[src/rtl/mul_sequencer_if.sv]
// Handshake and operand bundle between the execute-stage pipeline and mul_sequencer.
// The pipeline side uses the master modport; the sequencer uses the slave modport.
interface mul_sequencer_if;
    logic        start;
    logic [2:0]  op;
    logic        set_flags;
    logic [31:0] rm;
    logic [31:0] rs;
    logic [31:0] acc_lo;
    logic [31:0] acc_hi;
    logic        flush;
    logic        res_ready;
    logic        busy;
    logic        done;
    logic [31:0] result_lo;
    logic [31:0] result_hi;
    logic        wr_hi;
    logic        flags_we;
    logic        flag_n;
    logic        flag_z;
    logic        illegal_op;

    modport master (
        output start, op, set_flags, rm, rs, acc_lo, acc_hi, flush, res_ready,
        input  busy, done, result_lo, result_hi, wr_hi, flags_we, flag_n, flag_z, illegal_op
    );

    modport slave (
        input  start, op, set_flags, rm, rs, acc_lo, acc_hi, flush, res_ready,
        output busy, done, result_lo, result_hi, wr_hi, flags_we, flag_n, flag_z, illegal_op
    );
endinterface

[src/rtl/mul_sequencer.sv]
// ARM7 multiply sequencer with early-termination timing and accumulate/high-word phases.
// Define MUL_LONG_EN to enable UMULL/UMLAL/SMULL/SMLAL and the 64-bit datapath.
module mul_sequencer (
    input  logic           clk,
    input  logic           reset_n,
    mul_sequencer_if.slave bus
);

`ifdef MUL_LONG_EN
    localparam int PW = 64;
`else
    localparam int PW = 32;
`endif

    typedef enum logic [2:0] {
        IDLE = 3'd0,
        MUL  = 3'd1,
        ACC  = 3'd2,
        HI   = 3'd3,
        DONE = 3'd4
    } state_t;

    state_t state;

    logic [2:0]           cnt;
    logic                 acc_q;
    logic                 sf_q;
    logic                 long_q;
    logic signed [PW-1:0] rm_p0;
    logic signed [PW-1:0] rs_p0;
    logic signed [PW-1:0] acc_p0;
    logic signed [PW-1:0] sum_p1;
    logic signed [PW-1:0] prod;
    logic signed [PW-1:0] nxt;
    logic                 fin;

    logic        busy_r;
    logic        done_r;
    logic        wr_hi_r;
    logic        flags_we_r;
    logic        flag_n_r;
    logic        flag_z_r;
    logic        illegal_r;
    logic [31:0] result_lo_r;

    // Operands are extended to PW at latch time, so one wrapping PW-bit
    // multiply serves signed, unsigned and short forms alike.
    function automatic logic [2:0] calc_m(input logic [31:0] v, input logic uns);
        logic [2:0] m;
        if (v[31:8] == 24'd0 || (!uns && &v[31:8]))
            m = 3'd1;
        else if (v[31:16] == 16'd0 || (!uns && &v[31:16]))
            m = 3'd2;
        else if (v[31:24] == 8'd0 || (!uns && &v[31:24]))
            m = 3'd3;
        else
            m = 3'd4;
        return m;
    endfunction

    function automatic logic op_legal(input logic [2:0] o);
`ifdef MUL_LONG_EN
        return o[2] | ~o[1];
`else
        return o[2:1] == 2'b00;
`endif
    endfunction

    function automatic logic [1:0] nz_flags(input logic [PW-1:0] v, input logic lng);
        logic n;
        logic z;
        n = lng ? v[PW-1] : v[31];
        z = lng ? (v == '0) : (v[31:0] == 32'd0);
        return {n, z};
    endfunction

    assign prod = rm_p0 * rs_p0;

    always_comb begin
        nxt = sum_p1;
        fin = 1'b0;
        case (state)
            MUL: begin
                nxt = prod;
                fin = (cnt == 3'd1) && !acc_q && !long_q;
            end
            ACC: begin
                nxt = sum_p1 + acc_p0;
                fin = !long_q;
            end
`ifdef MUL_LONG_EN
            HI: fin = 1'b1;
`endif
            default: ;
        endcase
    end

`ifdef MUL_LONG_EN
    logic [31:0] result_hi_r;
`else
    logic unused_acc_hi;
    assign unused_acc_hi = ^bus.acc_hi;
    assign long_q        = 1'b0;
`endif

    always_ff @(posedge clk or negedge reset_n) begin
        if (!reset_n) begin
            state       <= IDLE;
            cnt         <= 3'd0;
            acc_q       <= 1'b0;
            sf_q        <= 1'b0;
            rm_p0       <= '0;
            rs_p0       <= '0;
            acc_p0      <= '0;
            sum_p1      <= '0;
            busy_r      <= 1'b0;
            done_r      <= 1'b0;
            wr_hi_r     <= 1'b0;
            flags_we_r  <= 1'b0;
            flag_n_r    <= 1'b0;
            flag_z_r    <= 1'b0;
            illegal_r   <= 1'b0;
            result_lo_r <= 32'd0;
`ifdef MUL_LONG_EN
            long_q      <= 1'b0;
            result_hi_r <= 32'd0;
`endif
        end else begin
            illegal_r <= 1'b0;
            if (bus.flush) begin
                state      <= IDLE;
                busy_r     <= 1'b0;
                done_r     <= 1'b0;
                wr_hi_r    <= 1'b0;
                flags_we_r <= 1'b0;
            end else begin
                case (state)
                    // p0: operand capture and iteration count
                    IDLE: begin
                        if (bus.start) begin
                            if (op_legal(bus.op)) begin
                                acc_q  <= bus.op[0];
                                sf_q   <= bus.set_flags;
                                cnt    <= calc_m(bus.rs, bus.op[2] & ~bus.op[1]);
`ifdef MUL_LONG_EN
                                long_q <= bus.op[2];
                                rm_p0  <= {{32{bus.op[1] & bus.rm[31]}}, bus.rm};
                                rs_p0  <= {{32{bus.op[1] & bus.rs[31]}}, bus.rs};
                                acc_p0 <= {(bus.op[2] ? bus.acc_hi : 32'd0), bus.acc_lo};
`else
                                rm_p0  <= bus.rm;
                                rs_p0  <= bus.rs;
                                acc_p0 <= bus.acc_lo;
`endif
                                busy_r <= 1'b1;
                                state  <= MUL;
                            end else begin
                                illegal_r <= 1'b1;
                            end
                        end
                    end
                    // p1: product capture after the early-termination count
                    MUL: begin
                        if (cnt == 3'd1) begin
                            sum_p1 <= nxt;
                            if (acc_q)
                                state <= ACC;
                            else if (long_q)
                                state <= HI;
                            else
                                state <= DONE;
                        end else begin
                            cnt <= cnt - 3'd1;
                        end
                    end
                    ACC: begin
                        sum_p1 <= nxt;
                        state  <= long_q ? HI : DONE;
                    end
`ifdef MUL_LONG_EN
                    HI: state <= DONE;
`endif
                    DONE: begin
                        if (bus.res_ready) begin
                            state      <= IDLE;
                            busy_r     <= 1'b0;
                            done_r     <= 1'b0;
                            wr_hi_r    <= 1'b0;
                            flags_we_r <= 1'b0;
                        end
                    end
                    default: state <= IDLE;
                endcase

                // p2: result and flag registers, held through DONE
                if (fin) begin
                    result_lo_r          <= nxt[31:0];
`ifdef MUL_LONG_EN
                    result_hi_r          <= long_q ? nxt[PW-1:32] : 32'd0;
`endif
                    {flag_n_r, flag_z_r} <= nz_flags(nxt, long_q);
                    done_r               <= 1'b1;
                    wr_hi_r              <= long_q;
                    flags_we_r           <= sf_q;
                end
            end
        end
    end

    assign bus.busy       = busy_r;
    assign bus.done       = done_r;
    assign bus.result_lo  = result_lo_r;
    assign bus.flags_we   = flags_we_r;
    assign bus.flag_n     = flag_n_r;
    assign bus.flag_z     = flag_z_r;
    assign bus.illegal_op = illegal_r;
`ifdef MUL_LONG_EN
    assign bus.result_hi  = result_hi_r;
    assign bus.wr_hi      = wr_hi_r;
`else
    assign bus.result_hi  = 32'd0;
    assign bus.wr_hi      = 1'b0;
    logic unused_wr_hi;
    assign unused_wr_hi   = wr_hi_r;
`endif

endmodule

[src/flat_wrapper.sv]
// flat-port wrapper written by rule: the top's interface ports become plain ports
module mul_sequencer_flat 
  (clk, reset_n, bus_start, bus_op, bus_set_flags, bus_rm, bus_rs, bus_acc_lo, bus_acc_hi, bus_flush, bus_res_ready, bus_busy, bus_done, bus_result_lo, bus_result_hi, bus_wr_hi, bus_flags_we, bus_flag_n, bus_flag_z, bus_illegal_op);
  mul_sequencer_if bus_i ();
  input  logic clk;
  input  logic reset_n;
  input wire logic [$bits(bus_i.start)-1:0] bus_start;
  input wire logic [$bits(bus_i.op)-1:0] bus_op;
  input wire logic [$bits(bus_i.set_flags)-1:0] bus_set_flags;
  input wire logic [$bits(bus_i.rm)-1:0] bus_rm;
  input wire logic [$bits(bus_i.rs)-1:0] bus_rs;
  input wire logic [$bits(bus_i.acc_lo)-1:0] bus_acc_lo;
  input wire logic [$bits(bus_i.acc_hi)-1:0] bus_acc_hi;
  input wire logic [$bits(bus_i.flush)-1:0] bus_flush;
  input wire logic [$bits(bus_i.res_ready)-1:0] bus_res_ready;
  output wire logic [$bits(bus_i.busy)-1:0] bus_busy;
  output wire logic [$bits(bus_i.done)-1:0] bus_done;
  output wire logic [$bits(bus_i.result_lo)-1:0] bus_result_lo;
  output wire logic [$bits(bus_i.result_hi)-1:0] bus_result_hi;
  output wire logic [$bits(bus_i.wr_hi)-1:0] bus_wr_hi;
  output wire logic [$bits(bus_i.flags_we)-1:0] bus_flags_we;
  output wire logic [$bits(bus_i.flag_n)-1:0] bus_flag_n;
  output wire logic [$bits(bus_i.flag_z)-1:0] bus_flag_z;
  output wire logic [$bits(bus_i.illegal_op)-1:0] bus_illegal_op;
  assign bus_i.start = bus_start;
  assign bus_i.op = bus_op;
  assign bus_i.set_flags = bus_set_flags;
  assign bus_i.rm = bus_rm;
  assign bus_i.rs = bus_rs;
  assign bus_i.acc_lo = bus_acc_lo;
  assign bus_i.acc_hi = bus_acc_hi;
  assign bus_i.flush = bus_flush;
  assign bus_i.res_ready = bus_res_ready;
  assign bus_busy = bus_i.busy;
  assign bus_done = bus_i.done;
  assign bus_result_lo = bus_i.result_lo;
  assign bus_result_hi = bus_i.result_hi;
  assign bus_wr_hi = bus_i.wr_hi;
  assign bus_flags_we = bus_i.flags_we;
  assign bus_flag_n = bus_i.flag_n;
  assign bus_flag_z = bus_i.flag_z;
  assign bus_illegal_op = bus_i.illegal_op;
  mul_sequencer u_core (.clk(clk), .reset_n(reset_n), .bus(bus_i));
endmodule
[config.mk]
export PLATFORM = sky130hd
export DESIGN_NAME = mul_sequencer_flat
export DESIGN_NICKNAME = d
export VERILOG_FILES = /design/src/rtl/mul_sequencer_if.sv /design/src/rtl/mul_sequencer.sv /design/src/flat_wrapper.sv
export SDC_FILE = /design/constraint.sdc
export NUM_CORES = 2
export LEC_CHECK = 0
export ABC_AREA = 1
export BUFFER_PORTS_ARGS = -buffer_cell sky130_fd_sc_hd__buf_4
export CORE_UTILIZATION = 57
export CTS_CLUSTER_SIZE = 40
export DETAILED_ROUTE_END_ITERATION = 10
export GPL_ROUTABILITY_DRIVEN = 0
export PLACE_DENSITY_LB_ADDON = 0.08
export SLEW_MARGIN = 10
export SYNTH_ARGS = -nofsm -noshare
export SYNTH_HDL_FRONTEND = slang
export SYNTH_SLANG_ARGS = --single-unit
export TNS_END_PERCENT = 1
[constraint.sdc]
create_clock -name clk -period 6.6 [get_ports clk]
set_clock_uncertainty 0.1 [all_clocks]
set_input_delay 0.66 -clock clk [delete_from_list [all_inputs] [get_ports clk]]
set_output_delay 0.66 -clock clk [all_outputs]
set_load 0.02 [all_outputs]
# [Word level (Yosys, flattened, before mapping)]
# Index checks and enable logic that the tools add are counted.
[op_classes] addsub=2 multipliers=1 div=0 order_cmp=0 n_eq_ne=12 shifts=0 mux=32 bitwise_logic=3 reduce_logical=30
[ops] operator="one-hot mux 32 bit (2 select lines)" count=2
[ops] operator="two-way mux 3 bit" count=12
[ops] operator="adder 32 bit" count=1
[ops] operator="zero test 32 bit" count=1
[ops] operator="multiplier 32 x 32 -> 32 bit" count=1
[ops] operator="two-way mux 32 bit" count=1
[ops] operator="zero test 24 bit" count=1
[ops] operator="AND reduction 24 bit" count=1
[ops] operator="zero test 16 bit" count=1
[ops] operator="AND reduction 16 bit" count=1
[ops] operator="two-way mux 1 bit" count=13
[ops] operator="one-hot mux 3 bit (4 select lines)" count=1
[ops] operator="AND reduction 4 bit" count=3
[ops] operator="nonzero test 3 bit" count=3
[ops] operator="zero test 8 bit" count=1
[ops] operator="AND reduction 8 bit" count=1
[ops] operator="equality test 3 x 1 -> 1 bit (second input constant)" count=2
[ops] operator="inequality test 3 x 2 -> 1 bit (second input constant)" count=2
[ops] operator="inequality test 3 bit (second input constant)" count=2
[ops] operator="one-hot mux 3 bit (2 select lines)" count=1
[ops] operator="AND reduction 5 bit" count=1
[ops] operator="logical AND 1 bit" count=4
[ops] operator="inequality test 2 x 1 -> 1 bit (second input constant)" count=2
[ops] operator="inequality test 2 bit (second input constant)" count=2
[ops] operator="other kinds (13)" count=20
[word_totals] ff_bits=174 latch_bits=0 ramBits=0 rom_bits=0 inputBits=137 output_inout_bits=71 memories=0

# [Longest topological paths before layout]
[logic_depth] ltp_word=11 mapped_depth=39

# [Worst setup path before layout]
# OpenSTA, ideal clock, no wires.
[synth_path] kind="register to register" startpoint="reg u_core.rm_p0[14]" endpoint="reg u_core.flag_z_r, in the netlist u_core.bus.flag_z" setup_ps=66 arrival_time_ps=6661 required_ps=6434 setup_slack_ps=-227 stages_incl_launch_ff=31 period_less_slack_ps=6827 path_cell_list="dfrtp_1 -> clkbuf_1 -> clkbuf_1 -> nand2_1 -> inv_1 -> fa_1 -> fa_1 -> inv_1 -> fa_1 -> fa_1 -> inv_1 -> fa_1 -> inv_1 -> fa_1 -> inv_1 -> fa_1 -> fa_1 -> ha_1 -> a21oi_1 -> o21ai_0 -> o21ai_1 -> nand3_1 -> or2_0 -> nand3_1 -> nand2_1 -> o21bai_1 -> nor2_1 -> nand3_1 -> nor2_1 -> nand4_1 -> nand2_1"
[synth_between] elab_chain_len=3
[synth_lines] item="start: declaration" line_no="mul_sequencer.sv:29" source="logic signed [PW-1:0] rm_p0;"
[synth_lines] item="start signal: assignment" line_no="mul_sequencer.sv:151" source="rm_p0 <= bus.rm;"
[synth_lines] item="multiplier 32 x 32 -> 32 bit" line_no="mul_sequencer.sv:77" source="assign prod = rm_p0 * rs_p0;"
[synth_lines] item="one-hot mux 32 bit (2 select lines)" line_no="mul_sequencer.sv:82" source="case (state)"
[synth_lines] item="zero test 32 bit"
[synth_lines] item="end signal: assignment" line_no="mul_sequencer.sv:201" source="{flag_n_r, flag_z_r} <= nz_flags(nxt, long_q);"
[synth_lines] item="end: declaration" line_no="mul_sequencer.sv:42" source="logic flag_z_r;"
# No other way between the ends.
# A chain may end at the register's enable or synchronous reset.

# [Final worst setup path]
[layout_path] startpoint="reg u_core.rm_p0[12]" endpoint="reg u_core.flag_z_r, in the netlist u_core.bus.flag_z"
# Same word-level chain as after synthesis.

==> out/summary.txt <==
dpl hpwl - 64,600 microns
DP Worst Slack - -0.610 ns
mapped cell area - 27,400 sq um
clock latency on the worst-skew pair - 0.47 ns
DRC - 0
share of cells above drive strength 1 - 14.4%
Tmin final - 7.18 ns
R2R cell count - 29
FILL cells - 4,210
post-synthesis sequential area ratio - 15.8%
DR WL/cell - 16.6 microns
failing checks - negative setup slack
Fmax - 0.139 GHz
Sink Count - 173
Initial Utilization - 57.6%
most frequent cells in the layout - nand2_1 (1,289), inv_1 (969), fa_1 (395)
Crit path arrival time - 7.48 ns
area post-placement - 30,900 sq um
area growth from synthesis to layout - 16.8%
largest fanout on the critical path - 5
drt first pass iters - 6
RSZ-0062 raised after global routing - yes
critical path type - flop to flop
Req. time, crit path - 6.90 ns
Total Nets Final - 4,840
initial antenna violation count - 0
Via Count - 24,100
number of diodes - 0
multiplexer share of the synthesized area - 0%
slowest CP cell - fa_2
clock root cell - clkbuf_16
die height - 221 microns
CTS tree - done
ANT nets after route - 0
synth warn - 0
Simple-Gate Fraction of Synth Area - 24.1%
Critical Path Most Common Cell - fa_1
Post-Synth Adder-Cell Area - 38.2%
post-synthesis cell type count - 51
die footprint - 49,000 sq um
Slew Viols, Final - 0
top-level I/O count - 208
total gr overflow - 0
Die X - 221 microns
Worst R2R Start - u_core.rm_p0[12]
fin crit share - 109%
average cell area after synthesis - 7.19 sq um
Post-Syn Instances - 3,814
largest net degree at the start of global routing - 86
Synth Area in XOR/XNOR - 0.894%
CP max stage delay - 0.61 ns
flops & latches, synth - 173
Slew HR - 28.9%
Reg clk slew, reported paths - 0.08 ns
number of port buffers - 142
Initial DRC Count - 1,878
Slew @ Worst Pin - 1.07 ns
vias in the first global route - 23,800
H-Tree Depth - 4
final core occ - 67.3%
max-cap viol count - 0
register-to-register setup slack - -0.58 ns
CTS Buf Count - 17
HP Class - input port to asynchronous set/reset pin
Setup TNS - -6.99 ns
Core ar. - 47,600 sq um
Final setup viols - 27
largest family of logic cells by synthesized area - adder cells
DR vias/cell - 5.09
reg-to-reg critical path endpoint - u_core.bus.flag_z
most common cell after layout, fill and taps aside - nand2_1
post-route cell area - 32,100 sq um
first-pass GRT wire length - 128,000 microns
Final Hold Fails - 0
CP endpoint kind - flop
Compound-Gate Fraction of Synth Area - 4.21%
status - finished with violations
row count - 80
Routed WL - 78,700 microns
Worst Setup Start Kind - flop
PnR worst setup slack - -0.578 ns
Global Route Usage Sum - 33.6%
clk buf depth - 2
==> per-layer routing <==
metal  vias to the layer above  wire length (microns)  global-route usage [%]
li1                      11600                      -                       -
met1                     11600                  35300                    49.3
met2                       905                  35200                    52.6
met3                        95                   6370                    4.26
met4                         0                   1850                    9.07
met5                         -                      0                       0
==> synth_stat cells, drive strengths merged <==
cell type | instances | area share, %
a21o | 2 | 0.055
nor4 | 10 | 0.23
o211ai | 8 | 0.22
nor3b | 1 | 0.027
nand4 | 24 | 0.55
xnor2 | 17 | 0.54
inv | 983 | 13
or2 | 10 | 0.23
xor2 | 11 | 0.35
o21a | 1 | 0.027
a21oi | 80 | 1.5
o21ai | 98 | 1.8
o21bai | 4 | 0.11
a21boi | 1 | 0.027
a211oi | 1 | 0.027
nor3 | 20 | 0.44
o22ai | 4 | 0.091
nand3b | 11 | 0.30
a31oi | 10 | 0.23
nand2b | 4 | 0.091
a22oi | 1 | 0.027
nand3 | 120 | 2.2
nand2 | 1308 | 18
o31ai | 1 | 0.027
or3b | 1 | 0.041
fa | 409 | 30
buf | 88 | 2.0
o221ai | 1 | 0.032
a221oi | 1 | 0.055
ha | 183 | 8.3
nor2 | 131 | 1.9
dfrtp | 173 | 16
clkbuf | 95 | 1.3
and3 | 1 | 0.023
conb | 1 | 0.014
==> kinds of logic (layout without fill, tap and decap cells) <==
group	after synthesis	after routing
AND/OR/NAND/NOR	1641	1641
other	1	33
adder cells (fa/ha/maj)	592	592
XOR/XNOR	28	28
flip-flops	173	173
AO/OA/AOI/OAI	213	213
buffers and inverters	1166	1444
==> flip-flops by register name, summed over array words and instances (netlist names), 3 cells and up <==
register	count
u_core.acc_p0	32
u_core.bus.result_lo	32
u_core.rm_p0	32
u_core.rs_p0	32
u_core.sum_p1	32
u_core.cnt	3
u_core.state	3
==> layout make-up <==
type / instances / area, sq um / share of cell area (%)
inverters: 983 / 3690 / 11.5
repair buffers: 429 / 3650 / 11.4
clock buffers: 18 / 439 / 1.37
well taps: 615 / 769 / 2.40
clock inverters: 14 / 148 / 0.461
flip-flops and latches: 173 / 4340 / 13.5
multi-input cells: 2507 / 19000 / 59.3
==> stage by stage <==
step / hold WS (ns) / cells
6_report: 0.0266 / 4739
3_5_place_dp: 0.369 / 4691
2_1_floorplan: 0.264 / 3846
5_1_grt: 0.0574 / 4739
4_1_cts: 0.0417 / 4736
3_3_place_gp: 0.363 / 4691
==> worst max-delay path: cells and delay by family (launching register included) <==
family                   cells  cell delay, ns
buffers and inverters        6            0.56
adder cells (fa/ha/maj)      9            4.31
flip-flops                   1            0.45
AND/OR/NAND/NOR             10            1.03
AO/OA/AOI/OAI                4            0.66
==> timing repair <==
action	4_1_cts	5_1_grt
hold buffers	0	0
buffers inserted	12	3
gates cloned	1	0
gates resized for setup	68	35
endpoints found under the setup margin	32	44
pin swaps	22	17
==> worst max path at each step <==
stage                startpoint                end  slack (ns)  cells past startpoint
2_1_floorplan   u_core.rs_p0[5]  u_core.bus.flag_z       -0.03                     30
3_3_place_gp   u_core.rm_p0[13]  u_core.bus.flag_z       -0.54                     29
3_5_place_dp   u_core.rm_p0[13]  u_core.bus.flag_z       -0.61                     29
4_1_cts         u_core.rs_p0[2]  u_core.bus.flag_z       -0.42                     32
5_1_grt        u_core.rm_p0[13]  u_core.bus.flag_z       -0.78                     32
6_report       u_core.rm_p0[12]  u_core.bus.flag_z       -0.58                     29
Power is left out: the tool's default activity adds up to more than one toggle a clock period on the data nets, which glitch-free logic cannot reach.
